`src/rtl/cp0_exception_unit.sv`:
```
// Coprocessor-0 state and exception sequencer: user/kernel/halt mode, Status/Cause/EPC,
// one-cycle fetch redirect on exception entry, and combinational mfc0 reads.
module cp0_exception_unit #(
  parameter logic [31:0] EXC_VECTOR = 32'h0000_0180,
  parameter logic [2:0]  IRQ_CODE   = 3'b100
) (
  input  logic        clk,
  input  logic        reset,
  input  logic [2:0]  int_cause,
  input  logic        cause_write,
  input  logic        exit_kernel,
  input  logic        write_c0,
  input  logic [4:0]  c0_addr,
  input  logic [31:0] wdata,
  input  logic [31:0] pc_exc,
  input  logic        stall,
  input  logic        ext_irq,
  output logic        kernel_mode,
  output logic [31:0] rdata,
  output logic        redirect_valid,
  output logic [31:0] redirect_pc,
  output logic        halted
);

  localparam logic [1:0] S_USER   = 2'd0;
  localparam logic [1:0] S_KERNEL = 2'd1;
  localparam logic [1:0] S_HALT   = 2'd2;

  localparam logic [4:0] A_STATUS = 5'd12;
  localparam logic [4:0] A_CAUSE  = 5'd13;
  localparam logic [4:0] A_EPC    = 5'd14;

  logic [1:0]  state_q, state_d;
  logic        ie_q, ie_d, pie_q, pie_d;
  logic [2:0]  code_q, code_d;
  logic [31:0] epc_q, epc_d;
  logic        irq_m_q, irq_m_d, irq_s_q, irq_s_d;
  logic        redir_q, redir_d;
  logic        halted_q, halted_d;

  always_comb begin
    state_d  = state_q;
    ie_d     = ie_q;
    pie_d    = pie_q;
    code_d   = code_q;
    epc_d    = epc_q;
    irq_m_d  = irq_m_q;
    irq_s_d  = irq_s_q;
    redir_d  = 1'b0;
    halted_d = halted_q;
    if (!stall) begin
      irq_m_d = ext_irq;
      irq_s_d = irq_m_q;
      case (state_q)
        S_USER: begin
          // Decoder exceptions outrank the interrupt; mtc0/eret are ignored here.
          if (cause_write || (irq_s_q && ie_q)) begin
            epc_d   = pc_exc;
            code_d  = cause_write ? int_cause : IRQ_CODE;
            pie_d   = ie_q;
            ie_d    = 1'b0;
            state_d = S_KERNEL;
            redir_d = 1'b1;
          end
        end
        S_KERNEL: begin
          if (cause_write) begin
            state_d  = S_HALT;
            halted_d = 1'b1;
            code_d   = int_cause;
          end else begin
            if (write_c0 && c0_addr == A_STATUS) begin
              ie_d  = wdata[0];
              pie_d = wdata[1];
            end
            if (write_c0 && c0_addr == A_EPC) epc_d = wdata;
            // Exit restores IE from the old PIE even if mtc0 Status lands the same cycle.
            if (exit_kernel) begin
              state_d = S_USER;
              ie_d    = pie_q;
            end
          end
        end
        default: ;
      endcase
    end
  end

  always_ff @(posedge clk or posedge reset) begin
    if (reset) begin
      state_q  <= S_USER;
      ie_q     <= 1'b0;
      pie_q    <= 1'b0;
      code_q   <= 3'd0;
      epc_q    <= 32'd0;
      irq_m_q  <= 1'b0;
      irq_s_q  <= 1'b0;
      redir_q  <= 1'b0;
      halted_q <= 1'b0;
    end else begin
      state_q  <= state_d;
      ie_q     <= ie_d;
      pie_q    <= pie_d;
      code_q   <= code_d;
      epc_q    <= epc_d;
      irq_m_q  <= irq_m_d;
      irq_s_q  <= irq_s_d;
      redir_q  <= redir_d;
      halted_q <= halted_d;
    end
  end

  assign kernel_mode    = (state_q != S_USER);
  assign halted         = halted_q;
  assign redirect_valid = redir_q;
  assign redirect_pc    = redir_q ? EXC_VECTOR : 32'd0;

  always_comb begin
    case (c0_addr)
      A_STATUS: rdata = {30'd0, pie_q, ie_q};
      A_CAUSE:  rdata = {23'd0, irq_s_q, 5'd0, code_q};
      A_EPC:    rdata = epc_q;
      default:  rdata = 32'd0;
    endcase
  end

endmodule

```
`config.mk`:
```
export PLATFORM = sky130hd
export DESIGN_NAME = cp0_exception_unit
export DESIGN_NICKNAME = d
export VERILOG_FILES = /design/src/rtl/cp0_exception_unit.sv
export SDC_FILE = /design/constraint.sdc
export NUM_CORES = 1
export LEC_CHECK = 0
export BUFFER_PORTS_ARGS = -buffer_cell sky130_fd_sc_hd__buf_2
export CORE_ASPECT_RATIO = 1.2
export CORE_MARGIN = 2
export CORE_UTILIZATION = 46
export CTS_BUF_LIST = sky130_fd_sc_hd__clkbuf_8
export CTS_CLUSTER_DIAMETER = 40
export CTS_CLUSTER_SIZE = 16
export DETAILED_ROUTE_END_ITERATION = 10
export PLACE_DENSITY = 0.8
export SYNTH_ARGS = -nofsm -noshare
export SYNTH_HDL_FRONTEND = slang
export SYNTH_SLANG_ARGS = --single-unit
```
`constraint.sdc`:
```
create_clock -name clk -period 2.1 [get_ports clk]
set_clock_uncertainty 0.2 [all_clocks]
set_input_delay 0.21 -clock clk [delete_from_list [all_inputs] [get_ports clk]]
set_output_delay 0.21 -clock clk [all_outputs]
set_load 0.01 [all_outputs]
```
* After elaboration in Yosys (flattened, before gate mapping)
Index checks and enable logic that the tools add are counted.
Storage, ports and cells: logic and storage cells 60, bits of input ports 79, flip-flop bits (word level) 43, output and inout bits 67
Cells by class: mux-type cells 26, equal/unequal tests 11, bitwise operators 1, reductions and logical operators 13
Operators by type and width (number):
- 2-to-1 mux 32 bit | 3
- case mux 32 bit (3 select lines) | 1
- case mux 32 bit (2 select lines) | 1
- equality test 5 x 4 -> 1 bit (second input constant) | 3
- AND reduction 5 bit | 3
- 2-to-1 mux 1 bit | 10
- inequality test 2 bit (second input constant) | 5
- 2-to-1 mux 3 bit | 3
- 2-to-1 mux 9 bit | 1
- AND reduction 4 bit | 2
- 2-to-1 mux 2 bit | 3
- inequality test 3 bit (second input constant) | 2
- case mux 3 bit (2 select lines) | 1
- case mux 1 bit (2 select lines) | 2
- case mux 2 bit (2 select lines) | 1
- nonzero test 2 bit | 2
- logical AND 1 bit | 3
- AND reduction 3 bit | 1
- equality test 2 x 1 -> 1 bit (second input constant) | 1
- logical NOT 2 bit | 1
- logical OR 1 bit | 1
- NOT 1 bit | 1

* Longest topological paths before layout
Gate-level depths: netlist of run 1.
depth after elaboration 6, mapped depth 7, gate-level depth less buffers 4

* Least setup slack after synthesis of run 1
No wires, ideal clock.
path type register -> register, from register state_q[0], to register epc_q[0], path buffers 3, data required time 1.827 ns, setup time 0.073 ns, clock period less this slack 1.842 ns, path slack 0.258 ns, arrival time 1.569 ns, stages on the path, launching flop included 8, cells stage by stage dfrtp_1 -> buf_2 -> a211oi_1 -> a2111oi_4 -> and2_1 -> buf_4 -> buf_6 -> a2bb2oi_2
On the way: cells in the longest elaborated chain, start to end 3, elaborated cells on any way between the ends 8, those cells by class eq/ne: 4; mux: 1; reduce/logical: 3
Ends and longest elaborated chain:
- start, declared | line 33 | logic [1:0] state_q, state_d;
- start signal, assigned | line 101 | state_q <= state_d;
- equality test 2 x 1 -> 1 bit or logical NOT 2 bit (tied branches) | line 54 | case (state_q)
- inequality test 2 bit (no source line) or nonzero test 2 bit (tied branches)
- AND reduction 5 bit (no source line)
- end signal, assigned | line 105 | epc_q <= epc_d;
- end, declared | line 36 | logic [31:0] epc_q, epc_d;
Several ways; a longest one is shown, not always the timed one. A chain may end at the register's enable or synchronous reset.

* Worst setup path after layout of run 1
from register state_q[0], to register epc_q[4]
Same word-level chain as after synthesis.

==> results.md, run 1 <==
- Cell taking the most area after synthesis: dfrtp_1
- Worst-Margin Slew: ~730 ps
- Ant diodes: 0
- Top Layer Used: met4
- Global-route wire length before repair: about 10,000 um
- Maxcap violations: 0
- Placed Area: 3140 um^2
- Chip height: 87.0 um
- Max Root-Sink Buffers: 2
- CTS tree: yes
- Post-synth cell types: 36
- Crit path launch type: flip-flop
- Post CTS Setup Buffer Count: 0
- Drt drc: 0
- Number of vias per cell: 5.33
- Crit path kind: reg2reg
- Layout cells sized above 1: 0.482
- CP max stage cell: dfrtp_1
- Sequential share of the synthesized area: 0.407
- Multi-input gate area: 1320 um^2
- Leak: roughly 1.7 nW
- CP bufs+invs: 1
- Final GP Congestion: around 0.83
- Synth top area share: 0.407
- Crit-path max cell delay: 490 ps
- Unrepaired setup endpoints after global routing: no
- Inserted Clock Buffers: 5
- Final std cells w/o fill: 421
- Total Routed Length: 6440 um
- Final-report setup violation count: 0
- Detailed-route via count: approximately 2,200
- Period utilization: 0.924
- Setup crit end kind: flip-flop
- GRT Overall Usage: 0.205
- Min Clock Period, post-route: 1940 ps
- Largest net degree at the start of global routing: 36
- Avg Inst Size Synth: 10.9 um^2
- Placeable Area: around 5600 um^2
- Remaining antenna violation count: 0
- PortBufs: 115
- Synth Cell Area: 2640 um^2
- Final hold violation count: 0
- Layout Nets: 436
- Cts repair resizes: 0
- Metal2 WL: 3390 um
- Dpl cells: 409
- Global route total overflow: 0
- CTS root buffer: clkbuf_8
- PwrDens: 855 nW/um^2
- Worst IR Drop VDD: 442 uV
- CP Data Required Time: 2110 ps
- Worst-path fanout max: 21
- Initial DRC Count: 127
- CTS clock-pin slew for the worst setup and hold paths: 70 ps
- Top post-synthesis cells by area: dfrtp_1 (41%), a2bb2oi_2 (17%), buf_4 (9.4%)
- 1st-pass router iterations: 4
- Cell family with most CP delay: compound AO/OA/AOI/OAI gates
- Htree depth: 2
- Pins Over Slew Limit: 0
- Hold buffers post-CTS: 4
- Total length of routed met3 wires: 243 um
- Met1 WL: 2750 um
- Final instance area: 3280 um^2
- Worst hold path type: in2reg
- Die area: 6370 um^2
- Initial Util: 0.472
- Area grow syn2layout: 24.2%
- Setup TNS Final: 0 ps
- Sink Count: 43
- Wire per inst: 15.3 um
- # rows: 30
- Detailed Place HPWL: 4760 um
- Outcome: complete, no violations
- Fillers: 493
- Setup slack, reg-to-reg: around 160 ps
- Crit path DAT: about 2000 ps
- Most frequent cells in the layout: buf_2 (115), dfrtp_1 (43), o22ai_1 (32), a2bb2oi_2 (30), conb_1 (30)
- Warnings, synthesis: 0
- Most common cell after layout, fill and taps aside: buf_2
- Worst skew pair latency: 280 ps
- Die W: 73.2 um
- Rel. slew slack: 0.512
- Sequential cell area: about 1100 um^2
- Syn Inst Count: 243
- Flops & latches, synth: 43
- Achievable Freq: 515 MHz
- I/O pin total: around 150
- Worst path cell trace: a211oi_1, a2111oi_4, and2_2, buf_4, a2bb2oi_1
- Vias in the first global route: 2,183
- Initial antenna violation count: 0
==> final timing paths <==
check,start,to,depth (start not counted)
worst max-delay path,state_q[0],epc_q[4],5
worst min-delay path,wdata[12],epc_q[12],3
worst max register to register,state_q[0],epc_q[4],5
worst min register to register,halted,halted,1
max in group asynchronous,reset,state_q[0],4
min in group asynchronous,reset,epc_q[13],3
==> layer usage <==
metal,track usage,up-vias
li1,-,1087
met1,0.266,1088
met2,0.353,63
met3,0.0255,4
met4,0.0606,0
met5,0,-
==> logic make-up (layout without fill, tap and decap cells) <==
logic type,count (synthesis),count (layout),synth area share
DFF,43,43,0.407
and+or+nand+nor,52,52,0.116
other,1,30,0.00142
AOI/OAI and AO/OA,86,86,0.320
muxes,4,4,0.0161
buffers and inverters,57,142,0.139
==> Yosys cell counts (all sizes together) <==
cell type,count
o21ai,3
a32o,1
a22o,3
a31o,1
or2,1
and3,28
a2bb2oi,32
nor3,1
a2111oi,1
nand2b,1
a21oi,3
dfrtp,43
a211oi,1
mux2,2
nand4,1
a22oi,3
o22ai,32
nor2b,6
mux2i,2
nand3b,1
nor2,8
o2bb2ai,1
nand2,1
clkbuf,12
conb,1
inv,4
and2,2
buf,41
nor4b,1
o31ai,1
a21o,3
a31oi,1
and3b,1
==> registers in the layout, indices dropped and copies added, names as in the netlist <==
register and count:
epc_q 32, code_q 3, state_q 2, halted 1
ie_q 1, irq_m_q 1, irq_s_q 1, pie_q 1
redirect_valid 1
==> tightest hold or removal path: stages <==
cell       delay (ps)
buf_2              80
o22ai_1            60
a2bb2oi_2         120
==> power by group <==
| group | internal (mW) | switching (mW) | total (mW) |
|---|---|---|---|
| clock network | 0.258 | 0.253 | 0.511 |
| registers | 1.19 | 0.253 | 1.44 |
| logic | 0.566 | 0.286 | 0.853 |
==> area by class of cell <==
type                            instances  area share
Sequential cell                        43       0.328
Clock inverter                          1     0.00152
Multi-Input combinational cell        172       0.401
Clock buffer                            6      0.0252
Tap cell                               64      0.0244
Timing Repair Buffer                  131       0.216
Inverter                                4     0.00457
==> stage by stage <==
step / utilization / hold WS (ps) / power (mW) / setup slack, ps
after floorplan: - / 95.7 / 2.11 / 258
after global placement: 0.562 / 174 / 2.25 / 224
after detailed placement: 0.562 / 174 / 2.31 / 159
after CTS: 0.585 / 0.0733 / 2.83 / 144
after global routing: 0.587 / 34.2 / 2.98 / 7.42
final: 0.587 / 34.9 / 2.80 / 159
Power figures use the tool's default switching activity.
==> run 2: changes to the inputs <==
Settings changed: CORE_UTILIZATION 46 to 42, PLACE_DENSITY 0.8 to 0.77.
Clock period 2.1 ns to 1.6 ns, I/O delays scaled along.
==> run 2 against run 1 <==
Critical path depth is 1 lower. First-iteration DRC count is 53% lower. Utilization is 10 points higher. Largest power group unchanged. Sequential share of layout area is 6.8 points lower. The flow now finishes with violations (negative hold slack, negative setup slack). Worst setup slack worse by 260 ps. Register-to-register slack worse by 250 ps. Power is 41% higher. Combinational power is 66% higher. Via count is 15% higher. Hold slack worse by 35 ps. Wire length is 24% higher.
==> results.md, run 2 (synthesized netlist as in run 1, its figures left out) <==
- Outcome: finished with violations (was complete, no violations)
- Failing checks: negative hold slack, negative setup slack
- Int Pwr: 2.82 mW (was 2.01 mW)
- Leak: 2.07 nW (was 1.71 nW)
- Setup WS pre-CTS: -219 ps (was 159 ps)
- Initial DRC Count: 60 (was 127)
- Placed Area: 3300 um^2 (was 3140 um^2)
- Layout cells sized above 1: 0.474 (was 0.482)
- Final std cells w/o fill: 510 (was 421)
- Share of power burned in registers: 0.478 (was 0.514)
- PwrDens: 953 nW/um^2 (was 855 nW/um^2)
- Initial Util: 0.437 (was 0.472)
- Largest net degree at the start of global routing: 36 (unchanged)
- Total Routed Length: 7960 um (was 6440 um)
- Inserted Clock Buffers: 5 (unchanged)
- Most frequent cells in the layout: buf_2 (114), dlygate4sd3_1 (52), dfrtp_1 (41), o22ai_1 (32), a2bb2oi_2 (32) (was buf_2 (115), dfrtp_1 (43), o22ai_1 (32), a2bb2oi_2 (30), conb_1 (30))
- Worst hold path type: in2reg (unchanged)
- Final hold violation count: 1 (was 0)
- Hold Slack: -0.296 ps (was 34.9 ps)
- Htree depth: 2 (unchanged)
- PortBufs: 115 (unchanged)
- I/O pin total: 146 (unchanged)
- Sequential cell area: 1080 um^2 (about the same)
- Pins Over Slew Limit: 0 (unchanged)
- Chip height: 90.9 um (was 87.0 um)
- GRT Overall Usage: 0.229 (was 0.205)
- CTS clock-pin slew for the worst setup and hold paths: 80 ps (was 70 ps)
- Layout Nets: 506 (was 436)
- Initial antenna violation count: 0 (unchanged)
- Worst skew pair latency: 290 ps (was 280 ps)
- Vias in the first global route: 2,710 (was 2,183)
- Max reg flops: 32 (unchanged)
- Fillers: 433 (was 493)
- Die W: 76.4 um (was 73.2 um)
- Die area: 6940 um^2 (was 6370 um^2)
- Crit path launch type: flip-flop (unchanged)
- Wire per inst: 15.6 um (was 15.3 um)
- Crit-path max cell delay: 450 ps (was 490 ps)
- Placeable Area: 6050 um^2 (was 5590 um^2)
- P_sw: 1.14 mW (was 0.792 mW)
- Sw frac: 0.289 (was 0.282)
- Power share of the clock group: 0.164 (was 0.182)
- CTS tree: yes (unchanged)
- Min Clock Period, post-route: 1700 ps
- Area grow syn2layout: 57.2% (was 24.2%)
- Biggest register: epc_q (unchanged)
- Period utilization: 1.06
- Crit path DAT: 1340 ps (was 1950 ps)
- CP Data Required Time: 1240 ps (was 2110 ps)
- Detailed Place HPWL: 4870 um (was 4760 um)
- Final-report setup violation count: 35 (was 0)
- Most common cell after layout, fill and taps aside: buf_2 (unchanged)
- Unrepaired setup endpoints after global routing: yes (was no)
- Number of vias per cell: 5.08 (was 5.33)
- Maxcap violations: 0 (unchanged)
- Global-route wire length before repair: 12,900 um (was 10,200 um)
- Remaining antenna violation count: 0 (unchanged)
- Cell family with most CP delay: flip-flops (was compound AO/OA/AOI/OAI gates)
- Final instance area: 4160 um^2 (was 3280 um^2)
- Achievable Freq: 589 MHz
- Max Root-Sink Buffers: 2 (unchanged)
- Crit path kind: reg2out (was reg2reg)
- Most used cell, CP: buf_6
- Ant diodes: 0 (unchanged)
- # rows: 31 (was 30)
- Power share of the combinational group: 0.358 (was 0.304)
- Multi-input gate area: 1360 um^2 (was 1320 um^2)
- Setup crit end kind: output port (was flip-flop)
- Top flop regs: epc_q x32, code_q x3, state_q x2 (unchanged)
- Global route total overflow: 0 (unchanged)
- Drt drc: 0 (unchanged)
- CP max stage cell: dfrtp_2 (was dfrtp_1)
- Worst IR Drop VDD: 511 uV (was 442 uV)
- Sink Count: 43 (unchanged)
- Worst path cell trace: buf_6, buf_6, or2_4, buf_6 (was a211oi_1, a2111oi_4, and2_2, buf_4, a2bb2oi_1)
- 1st-pass router iterations: 4 (unchanged)
- Dpl cells: 438 (was 409)
- Detailed-route via count: 2,589 (was 2,242)
- Setup ws final: -96.9 ps (was 159 ps)
- CP bufs+invs: 3 (was 1)
- Final GP Congestion: 0.782 (was 0.832)
- Worst-path fanout max: 4 (was 21)
- CTS root buffer: clkbuf_8 (unchanged)
-- run 2: area by class of cell --
| class | instances | share of cell area |
|---|---|---|
| multi-input cells | 172 | 0.328 |
| well taps | 82 | 0.0247 |
| repair buffers | 201 | 0.364 |
| clock buffers | 5 | 0.0166 |
| inverters | 4 | 0.00361 |
| clock inverters | 3 | 0.00301 |
| flip-flops and latches | 43 | 0.260 |
-- run 2: final timing paths --
| kind | from | endpoint | slack (ps) | depth (start not counted) |
|---|---|---|---|---|
| setup / recovery | state_q[0] | kernel_mode | -100 | 4 |
| hold / removal | wdata[16] | epc_q[16] | -0.3 | 3 |
| setup reg to reg | state_q[0] | epc_q[20] | -90 | 4 |
| hold reg to reg | halted | halted | 270 | 1 |
| max in group asynchronous | reset | epc_q[9] | 490 | 4 |
| min in group asynchronous | reset | epc_q[8] | 220 | 3 |
-- run 2: repair_timing --
action	in CTS	in global routing
buffers inserted	6	3
gates resized for setup	16	6
pin swaps	3	5
setup endpoints to repair	37	40
gates cloned	1	2
hold buffers	52	0
hold endpoints to repair	53	0
-- run 2: stage by stage --
stage	utilization	TNS (ps)	power, mW
6_report	0.687	-2230	3.96
5_1_grt	0.687	-5190	4.20
4_1_cts	0.671	-2270	3.93
3_5_place_dp	0.546	-4730	3.10
3_3_place_gp	0.546	-3640	3.02
2_1_floorplan	-	-6950	2.80
-- run 2: routing by layer --
metal / share of wire / GRT usage / vias to the layer above
li1: - / - / 1225
met4: 0.023 / 0.0773 / 0
met5: 0 / 0 / -
met3: 0.057 / 0.0480 / 19
met1: 0.38 / 0.249 / 1230
met2: 0.54 / 0.435 / 115
-- run 2: worst reg2reg max path, delay by kind of cell, from the launching register on --
kind,cells,cell delay [ps]
AO/OA/AOI/OAI,2,480
flip-flops,1,450
AND/OR/NAND/NOR,1,300
buffers and inverters,1,190
-- run 2: power by group through the flow --
stage               combinational [mW]  clock (mW)  sequential [mW]
detailed placement                1.19           0             1.91
global placement                  1.14           0             1.88
floorplan                        0.981           0             1.82
finish                            1.42       0.651             1.89
CTS                               1.37       0.673             1.89
global route                      1.52       0.720             1.96
